`config.mk`:
```
export PLATFORM = sky130hd
export DESIGN_NAME = neuron_event_tx
export DESIGN_NICKNAME = d
export VERILOG_FILES = /design/src/rtl/neuron_event_tx.sv
export SDC_FILE = /design/constraint.sdc
export NUM_CORES = 1
export LEC_CHECK = 0
export CAP_MARGIN = 15
export CORE_ASPECT_RATIO = 0.6
export CORE_MARGIN = 2
export CORE_UTILIZATION = 45
export CTS_BUF_LIST = sky130_fd_sc_hd__clkbuf_4 sky130_fd_sc_hd__clkbuf_8
export CTS_CLUSTER_DIAMETER = 120
export CTS_CLUSTER_SIZE = 24
export DETAILED_ROUTE_END_ITERATION = 10
export PLACE_DENSITY = 0.63
export SKIP_CTS_REPAIR_TIMING = 1
export SYNTH_ARGS = -nofsm -noshare
export SYNTH_HDL_FRONTEND = slang
export SYNTH_SLANG_ARGS = --single-unit
export TNS_END_PERCENT = 5
```
`constraint.sdc`:
```
create_clock -name clk -period 5.2 [get_ports clk]
set_clock_uncertainty 0.2 [all_clocks]
set_input_delay 1.56 -clock clk [delete_from_list [all_inputs] [get_ports clk]]
set_output_delay 1.56 -clock clk [all_outputs]
set_load 0.005 [all_outputs]
```
`src/rtl/neuron_event_tx.sv`:
```
// neuron_event_tx: event-byte injector for the neuron core.
// Event bytes pushed locally are queued in a small circular FIFO. Each byte is
// then presented to the neuron over a 4-phase bundled-data req/ack handshake.
// The returning ack is asynchronous, so it passes through a synchronizer.
// A stalled phase is abandoned after TIMEOUT cycles, and the abort is recorded
// in a sticky error flag.
module neuron_event_tx #(
  parameter int DEPTH       = 8,
  parameter int SYNC_STAGES = 2,
  parameter int TIMEOUT     = 255
) (
  input  logic                     clk,
  input  logic                     rst_n,
  input  logic                     ena,
  input  logic                     wr_valid,
  input  logic [7:0]               wr_data,
  output logic                     wr_ready,
  output logic [7:0]               tx_data,
  output logic                     tx_req,
  input  logic                     tx_ack,
  output logic [$clog2(DEPTH):0]   fifo_level,
  output logic                     busy,
  output logic                     timeout_err,
  input  logic                     err_clr
);

  localparam int AW = $clog2(DEPTH);
  localparam logic [AW:0] FULL_LEVEL  = (AW+1)'(DEPTH);
  localparam logic [15:0] TIMEOUT_CYC = 16'(TIMEOUT);

  typedef enum logic [1:0] {
    IDLE  = 2'd0,
    SETUP = 2'd1,
    REQ   = 2'd2,
    REL   = 2'd3
  } state_t;

  state_t                 state;
  state_t                 next_state;
  logic [SYNC_STAGES-1:0] ack_sync;
  logic                   ack_s;
  logic [7:0]             mem [DEPTH];
  logic [AW-1:0]          wr_ptr;
  logic [AW-1:0]          rd_ptr;
  logic [AW:0]            level;
  logic [15:0]            timer;
  logic [15:0]            timer_inc;
  logic                   push;
  logic                   pop;
  logic                   timeout_hit;
  logic                   timeout_fire;

  assign ack_s      = ack_sync[SYNC_STAGES-1];
  assign wr_ready   = (level != FULL_LEVEL);
  assign push       = wr_valid && wr_ready && ena;
  assign fifo_level = level;
  assign busy       = (state != IDLE) || (level != '0);

  // The timer counts the cycles spent in the current phase, including the
  // present one. This makes a phase last at most TIMEOUT enabled cycles.
  assign timer_inc   = (timer == 16'hFFFF) ? timer : timer + 16'd1;
  assign timeout_hit = (timer_inc >= TIMEOUT_CYC);

  // Ack synchronizer. It keeps sampling while disabled so the held ack stays
  // current when ena returns.
  always_ff @(posedge clk or negedge rst_n) begin
    if (!rst_n) ack_sync <= '0;
    else        ack_sync <= {ack_sync[SYNC_STAGES-2:0], tx_ack};
  end

  // FIFO storage. The contents need no reset because level gates every read.
  always_ff @(posedge clk) begin
    if (push) mem[wr_ptr] <= wr_data;
  end

  // FIFO pointers and occupancy. A simultaneous push and pop leaves level as is.
  always_ff @(posedge clk or negedge rst_n) begin
    if (!rst_n) begin
      wr_ptr <= '0;
      rd_ptr <= '0;
      level  <= '0;
    end else begin
      if (push) wr_ptr <= wr_ptr + 1'b1;
      if (pop)  rd_ptr <= rd_ptr + 1'b1;
      case ({push, pop})
        2'b10:   level <= level + 1'b1;
        2'b01:   level <= level - 1'b1;
        default: level <= level;
      endcase
    end
  end

  // Handshake sequencing. Nothing advances while ena is low. IDLE refuses to
  // start while a stale ack is still visible.
  always_comb begin
    next_state   = state;
    pop          = 1'b0;
    timeout_fire = 1'b0;
    if (ena) begin
      case (state)
        IDLE: begin
          if ((level != '0) && !ack_s) begin
            next_state = SETUP;
            pop        = 1'b1;
          end
        end
        SETUP: next_state = REQ;
        REQ: begin
          if (ack_s) begin
            next_state = REL;
          end else if (timeout_hit) begin
            next_state   = REL;
            timeout_fire = 1'b1;
          end
        end
        REL: begin
          if (!ack_s) begin
            next_state = IDLE;
          end else if (timeout_hit) begin
            next_state   = IDLE;
            timeout_fire = 1'b1;
          end
        end
        default: next_state = IDLE;
      endcase
    end
  end

  // State register. next_state already equals state while ena is low.
  always_ff @(posedge clk or negedge rst_n) begin
    if (!rst_n) state <= IDLE;
    else        state <= next_state;
  end

  // Registered request line. It holds its level while disabled, which stalls
  // the handshake instead of aborting it.
  always_ff @(posedge clk or negedge rst_n) begin
    if (!rst_n)   tx_req <= 1'b0;
    else if (ena) tx_req <= (next_state == REQ);
  end

  // Outgoing data is loaded only when a byte is popped. It stays stable for
  // the whole handshake.
  always_ff @(posedge clk or negedge rst_n) begin
    if (!rst_n)   tx_data <= 8'h00;
    else if (pop) tx_data <= mem[rd_ptr];
  end

  // Phase timer. It restarts on every state change and saturates.
  always_ff @(posedge clk or negedge rst_n) begin
    if (!rst_n) begin
      timer <= '0;
    end else if (ena) begin
      if (next_state != state)               timer <= '0;
      else if ((state == REQ) || (state == REL)) timer <= timer_inc;
    end
  end

  // Sticky timeout flag. A clear wins over a set in the same cycle.
  always_ff @(posedge clk or negedge rst_n) begin
    if (!rst_n) begin
      timeout_err <= 1'b0;
    end else if (ena) begin
      if (err_clr)           timeout_err <= 1'b0;
      else if (timeout_fire) timeout_err <= 1'b1;
    end
  end

endmodule

```
=== Yosys cells after proc, flatten, opt, wreduce, memory -nomap -nowiden ===
Memories as Yosys holds them, arrays and structs flattened. A register that Yosys moved wholly into a read port is not among the register bits.
Cells that the tools add are included.

* Shift-type cells: 0
* Eq/ne operators: 9
* Reductions and logical operators: 15
* Add/subtract/negate cells: 5
* Divide/modulo/power cells: 0
* Multiplexer cells: 23
* Magnitude comparators: 1
* Bitwise gates (word level): 0
* Multipliers: 0

{| class="wikitable"
|+ Operator list
! operator !! number
|-
| $mux W16 || 3
|-
| $add A16 B1 Y16 const B || 1
|-
| $eq A16 B16 Y1 const B || 1
|-
| $ge A16 B8 Y1 const B || 1
|-
| $mux W2 || 6
|-
| $mux W1 || 11
|-
| $eq A2 B2 Y1 const B || 4
|-
| $pmux W2 S4 || 1
|-
| $pmux W4 S2 || 1
|-
| $reduce_bool A2 Y1 || 4
|-
| $add A3 B1 Y3 const B || 2
|-
| $add A4 B1 Y4 const B || 1
|-
| $eq A2 B1 Y1 const B || 2
|-
| $ne A4 B4 Y1 const B || 1
|-
| $reduce_and A2 Y1 || 2
|-
| $reduce_bool A4 Y1 || 1
|-
| $sub A4 B1 Y4 const B || 1
|-
| $logic_and A1 B1 Y1 || 3
|-
| $logic_not A1 Y1 || 2
|-
| $logic_not A2 Y1 || 1
|-
| $logic_or A1 B1 Y1 || 2
|-
| $ne A2 B2 Y1 || 1
|-
| $pmux W1 S2 || 1
|}

* RAM bits: 64
* Memory bits (read-only): 0
* Latch bits: 0
* Input bits: 14
* Bits in registers: 32
* Memories kept: 1

{| class="wikitable"
|+ Memories
! name !! depth !! bits a word !! read ports !! clocked after Yosys merged registers in !! wr ports !! line !! source
|-
| mem || 8 || 8 || 1 || 1 || 1 || 42 || <nowiki>logic [7:0] mem [DEPTH];</nowiki>
|}

=== Longest topological paths before layout ===
* Depth in word-level cells: 10
* Depth in mapped cells: 12

=== Worst setup path before layout ===
No wires, ideal clock.

* Path type: input to register
* From: input port ena
* To: register level[3], in the netlist fifo_level[3]
* Required time: 4875 ps
* Stages: 10
* Library setup time: 125 ps
* Path slack: 1461 ps
* Arrival: 3414 ps
* Path through: clkbuf_1 and3_1 clkbuf_1 ha_1 ha_1 a21o_1 a21oi_1 xnor2_1 nor2_1 xor2_1

* Cells in the longest elaborated chain, start to end: 3
* Elaborated cells between the ends (all ways): 6

{| class="wikitable"
|+ Ends and longest elaborated chain
! what !! line !! source
|-
| from (decl) || 14 || <nowiki>input logic ena,</nowiki>
|-
| $mux W1 (*) || 99 || <nowiki>if (ena) begin</nowiki>
|-
| via pop || 49 || <nowiki>logic pop;</nowiki>
|-
| $eq A2 B1 Y1 or $eq A2 B2 Y1 (tied branches) || 85 || <nowiki>case ({push, pop})</nowiki>
|-
| $pmux W4 S2 or $reduce_bool A2 Y1 (tied branches) || -- ||
|-
| to (signal assigned) || 86 || <nowiki>2'b10: level <= level + 1'b1;</nowiki>
|-
| to (signal assigned) || 87 || <nowiki>2'b01: level <= level - 1'b1;</nowiki>
|-
| to (signal assigned) || 88 || <nowiki>default: level <= level;</nowiki>
|-
| to (decl) || 45 || <nowiki>logic [AW:0] level;</nowiki>
|}

Mark *: on every way through the listed nets, which the timed path passes. The rest lies on a longest branch.
A chain may end at the register's enable or synchronous reset.

=== Worst setup path after layout ===
* From: input port ena
* To: register level[3], in the netlist fifo_level[3]

* Cells in the longest elaborated chain, start to end: 3
* Elaborated cells between the ends (all ways): 6

{| class="wikitable"
|+ Ends and longest elaborated chain
! what !! line
|-
| $mux W1 or $logic_and A1 B1 Y1 (tied branches) || 99, 55
|-
| $eq A2 B1 Y1 or $eq A2 B2 Y1 (tied branches) || 85
|-
| $pmux W4 S2 or $reduce_bool A2 Y1 (tied branches) || --
|}

Several ways; a longest one is shown, not always the timed one.

==> impl_metrics.env <==
export IMPL_outcome="complete, no violations"
export IMPL_wl_per_cell_um=18.2
export IMPL_cp_required_ps=5260
export IMPL_first_iter_violations=226
export IMPL_initial_core_util_pct=46.8
export IMPL_htreeDepth=3
export IMPL_gr_total_overflow=0
export IMPL_dp_cells=482
export IMPL_arrival_ps=3900
export IMPL_synth_area_mm2=0.00465
export IMPL_synth_edf_count=64
export IMPL_ys_async_sr_fraction_pct=38.5
export IMPL_io_pins=30
export IMPL_nFillCells=812
export IMPL_hpwlAfterDp_um=6230
export IMPL_cp_slowest_stage_delay_ps=690
export IMPL_drive_above_1_share_pct=13.5
export IMPL_die_area_mm2=0.0112
export IMPL_r2r_start="timer[0]"
export IMPL_fin_cells=499
export IMPL_synth_area_top_cells="edfxtp_1, dfrtp_1, mux4_2, nor2_1, mux2i_1"
export IMPL_yosysUniqueCellTypes=52
export IMPL_totalWireLength_um=9080
export IMPL_worst_pin_slew_ps=951
export IMPL_synthCells=331
export IMPL_tritoncts="yes"
export IMPL_powerDensity_mw_per_mm2=427
export IMPL_route_antenna_remaining_nets=0
export IMPL_setup_ws_ps=1360
export IMPL_avgSynthCellArea_um2=14.1
export IMPL_reg2regPathDepth=8
export IMPL_syn_nets=352
export IMPL_fin_util_pct=52.9
export IMPL_p_leak_nw=1.92
export IMPL_grtUsageMet3_pct=5.10
export IMPL_setup_viol=0
export IMPL_place_ws_ps=983
export IMPL_areaGrowthSynthToFinish_pct=13.1
export IMPL_synth_seq_cells=104
export IMPL_hold_end="ack_sync[1]"
export IMPL_ir_drop_v=0.000200
export IMPL_ys_seq_area_share_pct=62.8
export IMPL_slew_limit_headroom_pct=36.6
export IMPL_grt_use_total_pct=17.7
export IMPL_yosys_warnings=0
export IMPL_critPathKind="in2reg"
export IMPL_cts_buffers=9
export IMPL_seq_area_mm2=0.00292
export IMPL_cp_start_kind="input pin"
export IMPL_hold_viol=0
export IMPL_yosysTopAreaCell="edfxtp_1"
export IMPL_clock_sinks=104
export IMPL_via_per_inst=5.56
export IMPL_period_share_pct=73.9
export IMPL_cts_root_buf="clkbuf_8"
export IMPL_clk_pin_slew_worst_paths_ps=100
export IMPL_io_buffers=29
export IMPL_drc=0
export IMPL_period_needed_ps=3840
export IMPL_met2_usage_pct=23.4
export IMPL_clock_latency_ps=370
export IMPL_crit_fanout=11
export IMPL_synth_flop_cell="edfxtp_1"
export IMPL_critPathSlowestCell="clkdlybuf4s50_1"
export IMPL_drv_cap=0
export IMPL_ff2ff_setup_slack_ps=1850
export IMPL_worstHoldStart="ack_sync[0]"
export IMPL_nets=380
export IMPL_cp_cell_sequence="clkdlybuf4s50_1 -> and3_1 -> inv_1 -> ha_1 -> ha_1 -> a21o_1 -> a21oi_1 -> xnor2_1 -> nor2_1 -> xor2_1"
export IMPL_place_congestion=0.806
export IMPL_met1_usage_pct=28.0
export IMPL_die_h_um=82.8
export IMPL_diodes=0
export IMPL_grt_max_degree=41
export IMPL_worstHoldPathType="reg2reg"
export IMPL_antenna_found_initial=0
export IMPL_vias=2775
export IMPL_multiInputGateArea_mm2=0.00162
export IMPL_worstHoldPathCells=0
export IMPL_synth_top_area_share_pct=41.3
export IMPL_grt_pass1_wl_um=14300
export IMPL_report_final_slew_viol_count=0
export IMPL_busiest_layer="met1"
export IMPL_fmax_mhz=260
export IMPL_grt_pass1_vias=2589
export IMPL_total_power_mw=2.25
export IMPL_startpoint="ena"
export IMPL_end_kind="flip-flop"
export IMPL_fin_tns_setup_ps=0
export IMPL_rr_endpoint="timer[1]"
export IMPL_rsz0062_at_grt="false"
export IMPL_rows=28
export IMPL_dr_pass1_iters=5
export IMPL_core_area_mm2=0.00995
export IMPL_cpMostUsedCell="ha_1"
export IMPL_clk_path_buf_depth=2
export IMPL_fp_dieW_um=135
==> layout by cell type, fill, tap and decap left out, types with 3 or more instances in the layout <==
cell type and instances:
edfxtp_1 64, dfrtp_1 40, nor2_1 28, clkdlybuf4s50_1 28, nand2_1 21, mux4_2 16, a21oi_1 13, and2_1 12
mux2i_1 10, nand3_1 9, clkbuf_8 9, inv_1 8, a31oi_1 8, xnor2_1 7, nand4_1 6, ha_1 6
nor3_1 5, o21ai_0 5, nand2b_1 5, xor2_1 5, and3_1 4, or3_1 4, buf_4 4, o21ai_1 3
nor4_1 3, clkinv_4 3
==> flip-flops by register name, indices dropped and copies added, names as in the netlist <==
register / count
timeout_err: 1
fifo_level: 4
ack_sync: 2
wr_ptr: 3
state: 2
tx_req: 1
mem: 64
rd_ptr: 3
timer: 16
tx_data: 8
==> worst max path at each step <==
stage                     to  slack [ps]  cells after the start
6_report       fifo_level[3]        1360                     10
5_1_grt        fifo_level[3]        1200                     10
4_1_cts        fifo_level[3]        1380                     10
3_5_place_dp   fifo_level[3]         980                     10
3_3_place_gp   fifo_level[3]        1050                     10
2_1_floorplan  fifo_level[3]        1460                     10
==> cell usage after synthesis, types with 2 or more instances <==
cell type and instances:
o21ai_0 5, o21ai_1 3, nand3_1 9, nand3b_1 2, a31oi_1 8, nand4_1 6
mux2i_1 10, a21oi_1 13, dfrtp_1 40, xnor2_1 7, nand4_4 2, mux2_2 2
or3_1 4, ha_1 6, nor4_1 3, nor2_1 28, a21boi_0 2, and2_1 12
mux4_2 16, buf_2 5, and4_1 2, and3_1 4, edfxtp_1 64, buf_1 2
inv_1 8, nor3_1 5, xor2_1 5, clkbuf_1 9, nand2b_1 5, o41ai_1 2
nand2_1 21
==> worst max-delay path, delay by kind of cell <==
family	cells	cell delay (ps)
AO/OA/AOI/OAI	2	370
XOR/XNOR	2	280
adder cells (fa/ha/maj)	2	510
buffers and inverters	2	760
AND/OR/NAND/NOR	2	420
==> layout make-up <==
type | count | share of cell area (%)
Clock buffer | 10 | 2.50
Clock inverter | 6 | 0.856
Inverter | 8 | 0.570
Multi-Input combinational cell | 202 | 30.8
Sequential cell | 104 | 55.5
Tap cell | 135 | 3.21
Timing Repair Buffer | 34 | 6.51
==> through the flow <==
stage               cell area (µm²)  hold WS, ps
floorplan                      4650          131
global placement               5060          134
detailed placement             5060          140
CTS                            5240          166
global route                   5270          178
finish                         5270          166
==> kinds of logic after synthesis <==
group                      Yosys count  share of synthesized area [%]
AOI/OAI and AO/OA                   47                           7.37
adders and majority gates            7                           2.04
DFF                                104                           62.8
muxes                               28                           10.4
buffers and inverters               25                           2.31
xor gates and xnor gates            12                           2.26
and+or+nand+nor                    108                           12.8
==> routing by layer <==
layer | routed length, µm | vias up
met4 | 100 | 0
li1 | - | 1312
met1 | 4790 | 1374
met2 | 3640 | 78
met5 | 0 | -
met3 | 559 | 11
==> report_power, final <==
group,switching [mW],internal (mW)
logic,0.245,0.367
registers,0.173,1.01
clock network,0.274,0.182
total,0.693,1.55
(Power assumes the default switching activity.)
